File: config.mk
export PLATFORM = sky130hd
export DESIGN_NAME = avalon_pio_in_debounce
export DESIGN_NICKNAME = d
export VERILOG_FILES = /design/src/rtl/avalon_pio_in_debounce_pkg.sv /design/src/rtl/pio_debounce_bit.sv /design/src/rtl/avalon_pio_in_debounce.sv
export SDC_FILE = /design/constraint.sdc
export NUM_CORES = 1
export LEC_CHECK = 0
export CAP_MARGIN = 40
export CORE_ASPECT_RATIO = 0.6
export CORE_UTILIZATION = 30
export CTS_CLUSTER_DIAMETER = 40
export DETAILED_ROUTE_END_ITERATION = 10
export PLACE_DENSITY = 0.56
export SYNTH_ARGS = -nofsm -noshare
export SYNTH_HDL_FRONTEND = slang
export SYNTH_HIERARCHICAL = 1
export SYNTH_SLANG_ARGS = --single-unit
File: constraint.sdc
create_clock -name clk -period 3.8 [get_ports clk]
set_clock_uncertainty 0.2 [all_clocks]
set_input_delay 0.76 -clock clk [delete_from_list [all_inputs] [get_ports clk]]
set_output_delay 0.76 -clock clk [all_outputs]
set_load 0.01 [all_outputs]
File: src/rtl/avalon_pio_in_debounce_pkg.sv
// Shared register offsets and bus width for the debounced PIO input slave.
package pio_in_pkg;

   localparam int         PIO_DATA_W      = 32;
   localparam logic [1:0] PIO_DATA_OFS    = 2'd0;
   localparam logic [1:0] PIO_IRQMASK_OFS = 2'd1;
   localparam logic [1:0] PIO_EDGECAP_OFS = 2'd2;
   localparam logic [1:0] PIO_RAW_OFS     = 2'd3;

endpackage

File: src/rtl/pio_debounce_bit.sv
// One input bit: two-flop synchronizer, saturating stability counter and
// accepted level, with single-cycle rise/fall pulses when a new level is taken.
module pio_debounce_bit #(
   parameter int   DEBOUNCE_CYCLES = 250000,
   parameter int   CNT_W           = 18,
   parameter logic RST_VAL         = 1'b0
) (
   input  logic clk,
   input  logic reset_n,
   input  logic pin,
   output logic sync,
   output logic stable,
   output logic rise,
   output logic fall
);

   localparam logic [CNT_W-1:0] CNT_TC = CNT_W'(DEBOUNCE_CYCLES - 1);

   logic             meta;
   logic [CNT_W-1:0] count;
   logic             accept;

   assign accept = (sync != stable) && (count == CNT_TC);
   assign rise   = accept &  sync;
   assign fall   = accept & ~sync;

   always_ff @(posedge clk) begin
      if (!reset_n) begin
         meta   <= RST_VAL;
         sync   <= RST_VAL;
         stable <= RST_VAL;
         count  <= '0;
      end else begin
         meta <= pin;
         sync <= meta;
         // Any return to the accepted level restarts the stability window.
         if (sync == stable) begin
            count <= '0;
         end else if (count == CNT_TC) begin
            stable <= sync;
            count  <= '0;
         end else begin
            count <= count + CNT_W'(1);
         end
      end
   end

endmodule

File: src/rtl/avalon_pio_in_debounce.sv
// Avalon-MM debounced PIO input with sticky edge capture and maskable irq.
// Define PIO_IN_FALLING_EDGE_EN to capture only 1->0 transitions of the debounced level.
module avalon_pio_in_debounce
   import pio_in_pkg::*;
#(
   parameter int               WIDTH           = 14,
   parameter int               DEBOUNCE_CYCLES = 250000,
   parameter int               CNT_W           = 18,
   parameter logic [WIDTH-1:0] RST_VAL         = 14'h000F
) (
   input  logic                  clk,
   input  logic                  reset_n,
   input  logic [1:0]            avs_address,
   input  logic                  avs_read,
   input  logic                  avs_write,
   input  logic [PIO_DATA_W-1:0] avs_writedata,
   output logic [PIO_DATA_W-1:0] avs_readdata,
   output logic                  irq,
   input  logic [WIDTH-1:0]      pio_in
);

   logic [WIDTH-1:0]      sync_vec;
   logic [WIDTH-1:0]      stable_vec;
   logic [WIDTH-1:0]      rise_vec;
   logic [WIDTH-1:0]      fall_vec;
   logic [WIDTH-1:0]      edge_ev;
   logic [WIDTH-1:0]      irqmask;
   logic [WIDTH-1:0]      edgecap;
   logic [WIDTH-1:0]      w1c;
   logic [PIO_DATA_W-1:0] rd_mux;
   logic                  wdata_unused;

   assign wdata_unused = ^avs_writedata;

   for (genvar i = 0; i < WIDTH; i++) begin : g_bit
      pio_debounce_bit #(
         .DEBOUNCE_CYCLES(DEBOUNCE_CYCLES),
         .CNT_W          (CNT_W),
         .RST_VAL        (RST_VAL[i])
      ) u_bit (
         .clk    (clk),
         .reset_n(reset_n),
         .pin    (pio_in[i]),
         .sync   (sync_vec[i]),
         .stable (stable_vec[i]),
         .rise   (rise_vec[i]),
         .fall   (fall_vec[i])
      );
   end

`ifdef PIO_IN_FALLING_EDGE_EN
   assign edge_ev = fall_vec;
`else
   assign edge_ev = rise_vec | fall_vec;
`endif

   assign w1c = (avs_write && avs_address == PIO_EDGECAP_OFS)
                ? avs_writedata[WIDTH-1:0] : '0;

   always_comb begin
      rd_mux = '0;
      case (avs_address)
         PIO_DATA_OFS:    rd_mux[WIDTH-1:0] = stable_vec;
         PIO_IRQMASK_OFS: rd_mux[WIDTH-1:0] = irqmask;
         PIO_EDGECAP_OFS: rd_mux[WIDTH-1:0] = edgecap;
         default:         rd_mux[WIDTH-1:0] = sync_vec;
      endcase
   end

   always_ff @(posedge clk) begin
      if (!reset_n) begin
         irqmask      <= '0;
         edgecap      <= '0;
         irq          <= 1'b0;
         avs_readdata <= '0;
      end else begin
         // OR-ing the event in after the clear lets a coincident edge survive.
         edgecap <= (edgecap & ~w1c) | edge_ev;
         if (avs_write && avs_address == PIO_IRQMASK_OFS)
            irqmask <= avs_writedata[WIDTH-1:0];
         irq <= |(edgecap & irqmask);
         if (avs_read)
            avs_readdata <= rd_mux;
      end
   end

endmodule
==> impl_results.md, run 1 <==
- Hold EP: g_bit[3].u_bit/sync$_SDFF_PN1_
- Startpoint types: register
- Drt first pass iters: 5
- Unique masters post-synth: 54
- Final WL: about 35 mm
- Total core area: between 50000 and 60000 sq um
- #FFs+latches synth: approximately 340
- CP Max Fanout: 17
- Post-synth EDFFs: 0
- DP Wirelength: between 20 and 25 mm
- Clock Latency Late Sink: about 530 ps
- DR WL/cell: roughly 14 um
- Yosys top cell area share: 43.1%
- R2r startpoint: g_bit[3].u_bit/count[0]$_SDFF_PP0_
- Max Root-Sink Buffers: 3
- Cell Area, Synth: between 15000 and 20000 sq um
- Ant. Diodes: 0
- Final ANT Viol Nets: 0
- I/O pin cnt: 85
- Flop2flop setup slack: roughly 1300 ps
- Die extent in x: a little under 300 um
- Unrepaired setup endpoints after global routing: no
- Yosys top cell by area: dfxtp_1
- Worst Hold Launch: g_bit[3].u_bit/meta$_SDFF_PN1_
- Top-count cell post-synth: dfxtp_1
- Total Die Area: roughly 53000 sq um
- LEAKAGE: ~5.5 nW
- CP arrival: 2660 ps
- Std cell rows: 64
- Syn avg cell area: around 9.3 sq um
- Setup TNS: 0 ps
- Top FF cell, synth: dfxtp_1
- Die Ht: roughly 180 um
- # Post-CTS Setup Buffers: 0
- Worst R2R Path Depth: 5
- Async set-reset flop share out of synthesis: 0%
- Clk pin slew, worst setup/hold paths: approximately 70 ps
- Fin nets: around 1800
- Worst rel slew slack: between 30% and 40%
- Largest delay contributor family on the critical path: simple AND/OR/NAND/NOR gates
- Total global routing overflow: 0
- Min Clock Period, post-route: ~2500 ps
- Vias per cell: 4.80
- Share of layout cells above drive strength 1: between 10% and 20%
- Vias in the first global route: ~11000
- Critical Path End Type: register
- Status: finished, final reports clean
- Clock Tree Root: clkbuf_16
- Final hold violation count: 0
- Synth top area cells: dfxtp_1 (43%), xnor2_1 (10%), nor2_1 (6.1%), nor4_1 (3.4%), nand2_1 (3.4%)
- First-pass GRT wire length: 56.7 mm
- Initial antenna violation count: 0
- Ys Warns: 6
- Worst-Margin Slew: 898 ps
- Max-slew violation count: 0
- Setup CP Type: register to register
- CTS HTree Levels: 2
- FMAX: between 400 and 500 MHz
- Clk sinks: 337
- Final setup fails: 0
- Commonest cells in the netlist: dfxtp_1 (337), nor2_1 (253), xnor2_1 (186)
- Power Density: 423 nW/um^2
- Largest net degree at the start of global routing: 58
- DRC violations left: 0
- Gate Count Post-Synth: ~1700
- Starting Density: 30.5%
- DR iter-0 viols: ~800
- Hold Path Depth: 1
- WHS: approximately 220 ps
- Worst min-delay path class: register to register
- IR drop worst, VDD: between 200 and 300 uV
- Post-CTS sizing: 0
- Worst r2r dst: g_bit[3].u_bit/count[7]$_SDFF_PP0_
- Final Wtd Congestion: 0.781
- Count of hold-fix buffers inserted at cts: 0
- Port Buffer Count: between 40 and 50
- GRT Resource Usage Total: about an eighth
- Max capacitance violation total: 0
- Crit path cell chain: ha_1 > nand3_2 > or4_4 > o21ai_2 > nor2_1
- Fillers: 5170
- Area growth, synth to finish: 15.4%
- Final critical-path share of the clock period: roughly 65%
- Max incr delay on CP: between 600 and 700 ps
- Total number of vias: 11893
- Critical Path RT: about 4000 ps
- Critical path buffers and inverters: 0
- Sequential area share after synthesis: between 40% and 50%
- Cts bufs inserted: 37
- CTS tree: done
- Slowest cell on the critical path: o21ai_2
[cells by family after synthesis]
logic type / Yosys count / synth area share, %
AOI/OAI and AO/OA: 114 / 6.51
xor gates and xnor gates: 210 / 11.7
adders and majority gates: 14 / 1.12
buffers and inverters: 89 / 3.50
DFF: 337 / 43.1
muxes: 24 / 2.75
other: 1 / 0.0240
and+or+nand+nor: 903 / 31.3
[where the power goes]
group	switching [mW]	internal [mW]
combinational	0.107	0.0866
sequential	0.0212	3.56
clock	1.55	2.33
total	1.67	5.97
[worst reg2reg max path, delay by kind of cell (launching register included)]
family / cells / cell delay [ps]
simple gates: 3 / 920
fa+ha+maj: 1 / 220
compound gates: 1 / 610
flops: 1 / 390
[cell type report]
| cell class | instances | area (sq um) | area share, % |
|---|---|---|---|
| Tap cell | 693 | 867 | 4.80 |
| Multi-Input combinational cell | 1283 | 8420 | 46.6 |
| Clock inverter | 20 | 282 | 1.56 |
| Inverter | 42 | 158 | 0.872 |
| Sequential cell | 337 | 6750 | 37.3 |
| Timing Repair Buffer | 55 | 547 | 3.03 |
| Clock buffer | 47 | 1050 | 5.79 |
[layout by cell type (no fill, tap or decap), drive strengths merged, types with 45 or more instances in the layout]
master,count
clkbuf,47
clkdlybuf4s50,47
dfxtp,337
inv,45
nand2,142
nand3,81
nand4,75
nor2,280
nor3,64
nor4,86
xnor2,186
[per-stage QoR]
stage / instance area, sq um / instances / utilization, % / power (mW) / setup slack, ps
3_5_place_dp: 16700 / 2410 / 32.7 / 3.86 / 773
6_report: 18100 / 2477 / 35.3 / 7.65 / 1320
2_1_floorplan: 15700 / 1709 / - / 3.78 / 1760
4_1_cts: 18100 / 2477 / 35.3 / 7.78 / 1290
3_3_place_gp: 16700 / 2409 / 32.6 / 3.85 / 760
5_1_grt: 18100 / 2477 / 35.3 / 7.95 / 1070
[worst max path at each step]
| stage | depth (start not counted) | start | to | slack (ps) |
|---|---|---|---|---|
| finish | 5 | g_bit[3].u_bit/count[0]$_SDFF_PP0_ | g_bit[3].u_bit/count[7]$_SDFF_PP0_ | 1320 |
| global route | 5 | g_bit[0].u_bit/count[0]$_SDFF_PP0_ | g_bit[0].u_bit/count[2]$_SDFF_PP0_ | 1070 |
| CTS | 5 | g_bit[0].u_bit/count[0]$_SDFF_PP0_ | g_bit[0].u_bit/count[10]$_SDFF_PP0_ | 1290 |
| detailed placement | 4 | avs_address[1] | edgecap[0]$_SDFF_PN0_ | 770 |
| global placement | 5 | avs_address[1] | avs_readdata[2]$_SDFFE_PN0P_ | 760 |
| floorplan | 6 | g_bit[0].u_bit/count[0]$_SDFF_PP0_ | g_bit[0].u_bit/count[10]$_SDFF_PP0_ | 1760 |
[registers in the layout, summed over array words and instances, names as in the netlist]
signal,flops
g_bit.u_bit/meta,14
avs_readdata,14
g_bit.u_bit/sync,14
irq,1
g_bit.u_bit/stable,14
edgecap,14
g_bit.u_bit/count,252
irqmask,14
[per-layer routing]
metal  vias up  wire length [um]  global-route usage [%]  part of all wire (%)
met4         0               491                    2.64                   1.4
met3        37              1570                    2.71                   4.5
li1       6049                 -                       -                     -
met2       184             14400                    18.6                    42
met1      5623             18100                    19.1                    52
met5         -                 0                       0                     0
Power figures use the tool's default switching activity.
==> inputs of run 2 (changes only) <==
==> constraint.sdc (replaced) <==
create_clock -name clk -period 2.5 [get_ports clk]
set_clock_uncertainty 0.2 [all_clocks]
set_input_delay 0.5 -clock clk [delete_from_list [all_inputs] [get_ports clk]]
set_output_delay 0.5 -clock clk [all_outputs]
set_load 0.01 [all_outputs]
==> run 2 against run 1 <==
Against the previous run:
- design area grew 0.75%
- register-to-register slack worse by 1100 ps
- via count is 0.18% higher
- critical path type unchanged
- largest cell class unchanged
==> impl_results.md, run 2 (synthesis gave the netlist of run 1 again) <==
- Status: finished, final reports clean
- WHS: 207 ps (-10.9 ps)
- Cts bufs inserted: 36 (-2.7%)
- Slowest cell on the critical path: or4_4
- DP Wirelength: 24.7 mm (+0.21%)
- Max incr delay on CP: 590 ps (-20 ps)
- Largest net degree at the start of global routing: 47 (-19%)
- Max capacitance violation total: 0 (unchanged)
- Pre-CTS setup slack: 129 ps (-644 ps)
- Clock Latency Late Sink: 530 ps (about the same)
- Worst R2R Path Depth: 6 (+1)
- Critical Path End Type: register
- FMAX: 443 MHz (+10%)
- R2r startpoint: g_bit[1].u_bit/count[0]$_SDFF_PP0_
- Multi-input logic area: 8420 sq um (unchanged)
- Worst min-delay path class: input pin to register
- Startpoint types: register
- Initial antenna violation count: 0 (unchanged)
- GRT Resource Usage Total: 12.8% (about the same)
- Die extent in x: 297 um (unchanged)
- IR drop worst, VDD: 383 uV (+47%)
- Critical Path RT: 2780 ps (-1200 ps)
- Largest register FFs: 252 (unchanged)
- CTS tree: done
- Total Die Area: 53100 sq um (unchanged)
- Fin nets: 1838 (+0.88%)
- Power Density: 634 nW/um^2 (+50%)
- Total core area: 51200 sq um (unchanged)
- Clk pin slew, worst setup/hold paths: 70 ps (about the same)
- Worst Setup Slack, final: 245 ps (-1070 ps)
- DRC violations left: 0 (unchanged)
- Final setup fails: 0 (unchanged)
- Unrepaired setup endpoints after global routing: no
- First-pass GRT wire length: 56.4 mm (-0.62%)
- Clock Tree Root: clkbuf_16
- Port Buffer Count: 48 (unchanged)
- CTS HTree Levels: 2 (unchanged)
- Worst r2r dst: edgecap[1]$_SDFF_PN0_
- Final critical-path share of the clock period: 90.2% (+25 points)
- Vias in the first global route: 10980 (+0.13%)
- Most frequent cells in the layout: dfxtp_1 (337), nor2_1 (253), xnor2_1 (186)
- Area growth, synth to finish: 16.3%
- Final Wtd Congestion: 0.790 (+1.2%)
- Flop2flop setup slack: 240 ps (-1070 ps)
- Count of hold-fix buffers inserted at cts: 0 (unchanged)
- Drt first pass iters: 5 (unchanged)
- Max-slew violation count: 0 (unchanged)
- Total number of vias: 11915 (+0.18%)
- Register area: 6750 sq um (unchanged)
- CP arrival: 2530 ps (-130 ps)
- Crit path cell chain: ha_1 > nand3_2 > or4_4 > or2_2 > nor2_1 > o31a_1
- Max Root-Sink Buffers: 3 (unchanged)
- Worst Hold Launch: reset_n
- Starting Density: 30.5% (unchanged)
- Worst-Margin Slew: 711 ps (-187 ps)
- Largest reg by FF count: g_bit.u_bit/count
- Hold Path Depth: 3 (+2)
- Clk sinks: 337 (unchanged)
- # Post-CTS Setup Buffers: 0 (unchanged)
- Worst rel slew slack: 51.9% (+12 points)
- I/O pin cnt: 85 (unchanged)
- Ant. Diodes: 0 (unchanged)
- Setup CP Type: register to register
- Vias per cell: 4.78 (-0.42%)
- Finished Layout Cells: 2492 (+0.61%)
- Total global routing overflow: 0 (unchanged)
- LEAKAGE: 5.53 nW (+1.4%)
- Std cell rows: 64 (unchanged)
- Post-CTS sizing: 0 (unchanged)
- Fillers: 5147 (-0.44%)
- Die Ht: 179 um (unchanged)
- DR iter-0 viols: 755 (-3.2%)
- Commonest non-fill, non-tap cell in the layout: dfxtp_1
- Setup TNS: 0 ps (unchanged)
- CP Max Fanout: 8 (-9)
- Final hold violation count: 0 (unchanged)
- Util after Layout: 35.5% (+0.26 points)
- Share of layout cells above drive strength 1: 11.7% (+0.74 points)
- Cells after DPL: 2427 (+0.71%)
- Hold EP: g_bit[2].u_bit/meta$_SDFF_PN1_
- Final WL: 34.7 mm (+0.10%)
- Final ANT Viol Nets: 0 (unchanged)
- Min Clock Period, post-route: 2260 ps (-229 ps)
- DR WL/cell: 13.9 um (-0.50%)
-- run 2: worst max-delay path by stage --
stage	start	end	cells past startpoint
after floorplan	g_bit[0].u_bit/count[0]$_SDFF_PP0_	g_bit[0].u_bit/count[10]$_SDFF_PP0_	6
after global placement	avs_address[1]	edgecap[4]$_SDFF_PN0_	6
after detailed placement	avs_address[1]	edgecap[4]$_SDFF_PN0_	6
after CTS	avs_readdata[4]$_SDFFE_PN0P_	avs_readdata[4]	1
after global routing	g_bit[1].u_bit/count[0]$_SDFF_PP0_	edgecap[1]$_SDFF_PN0_	6
final	g_bit[1].u_bit/count[0]$_SDFF_PP0_	edgecap[1]$_SDFF_PN0_	6
-- run 2: final cells by class --
class	count	share of cell area (%)
Multi-Input combinational cell	1283	46.3
Clock inverter	15	1.24
Timing Repair Buffer	72	3.89
Tap cell	693	4.76
Inverter	42	0.866
Sequential cell	337	37.1
Clock buffer	50	5.91
-- run 2: report_power, final --
part / switching [mW] / internal (mW) / total [mW]
registers: 0.0313 / 5.41 / 5.44
logic: 0.169 / 0.145 / 0.314
clock network: 2.31 / 3.48 / 5.79
-- run 2: critical path: cells and delay by family, from the launching register on --
family          cells  cell delay [ps]
fa+ha+maj           1              220
flops               1              390
simple gates        4             1260
compound gates      1              130
-- run 2: metrics by stage --
stage               cell area, sq um  power, mW
global placement               16900       5.88
CTS                            18200       11.8
floorplan                      15700       5.74
detailed placement             16900       5.88
global route                   18200       12.0
finish                         18200       11.5
-- run 2: metal layers --
metal	global-route usage, %	vias to the layer above	share of wire, %
met5	0	-	0
met4	2.81	0	1.3
met3	2.30	39	3.8
met2	18.7	167	42
met1	19.2	5663	53
li1	-	6046	-
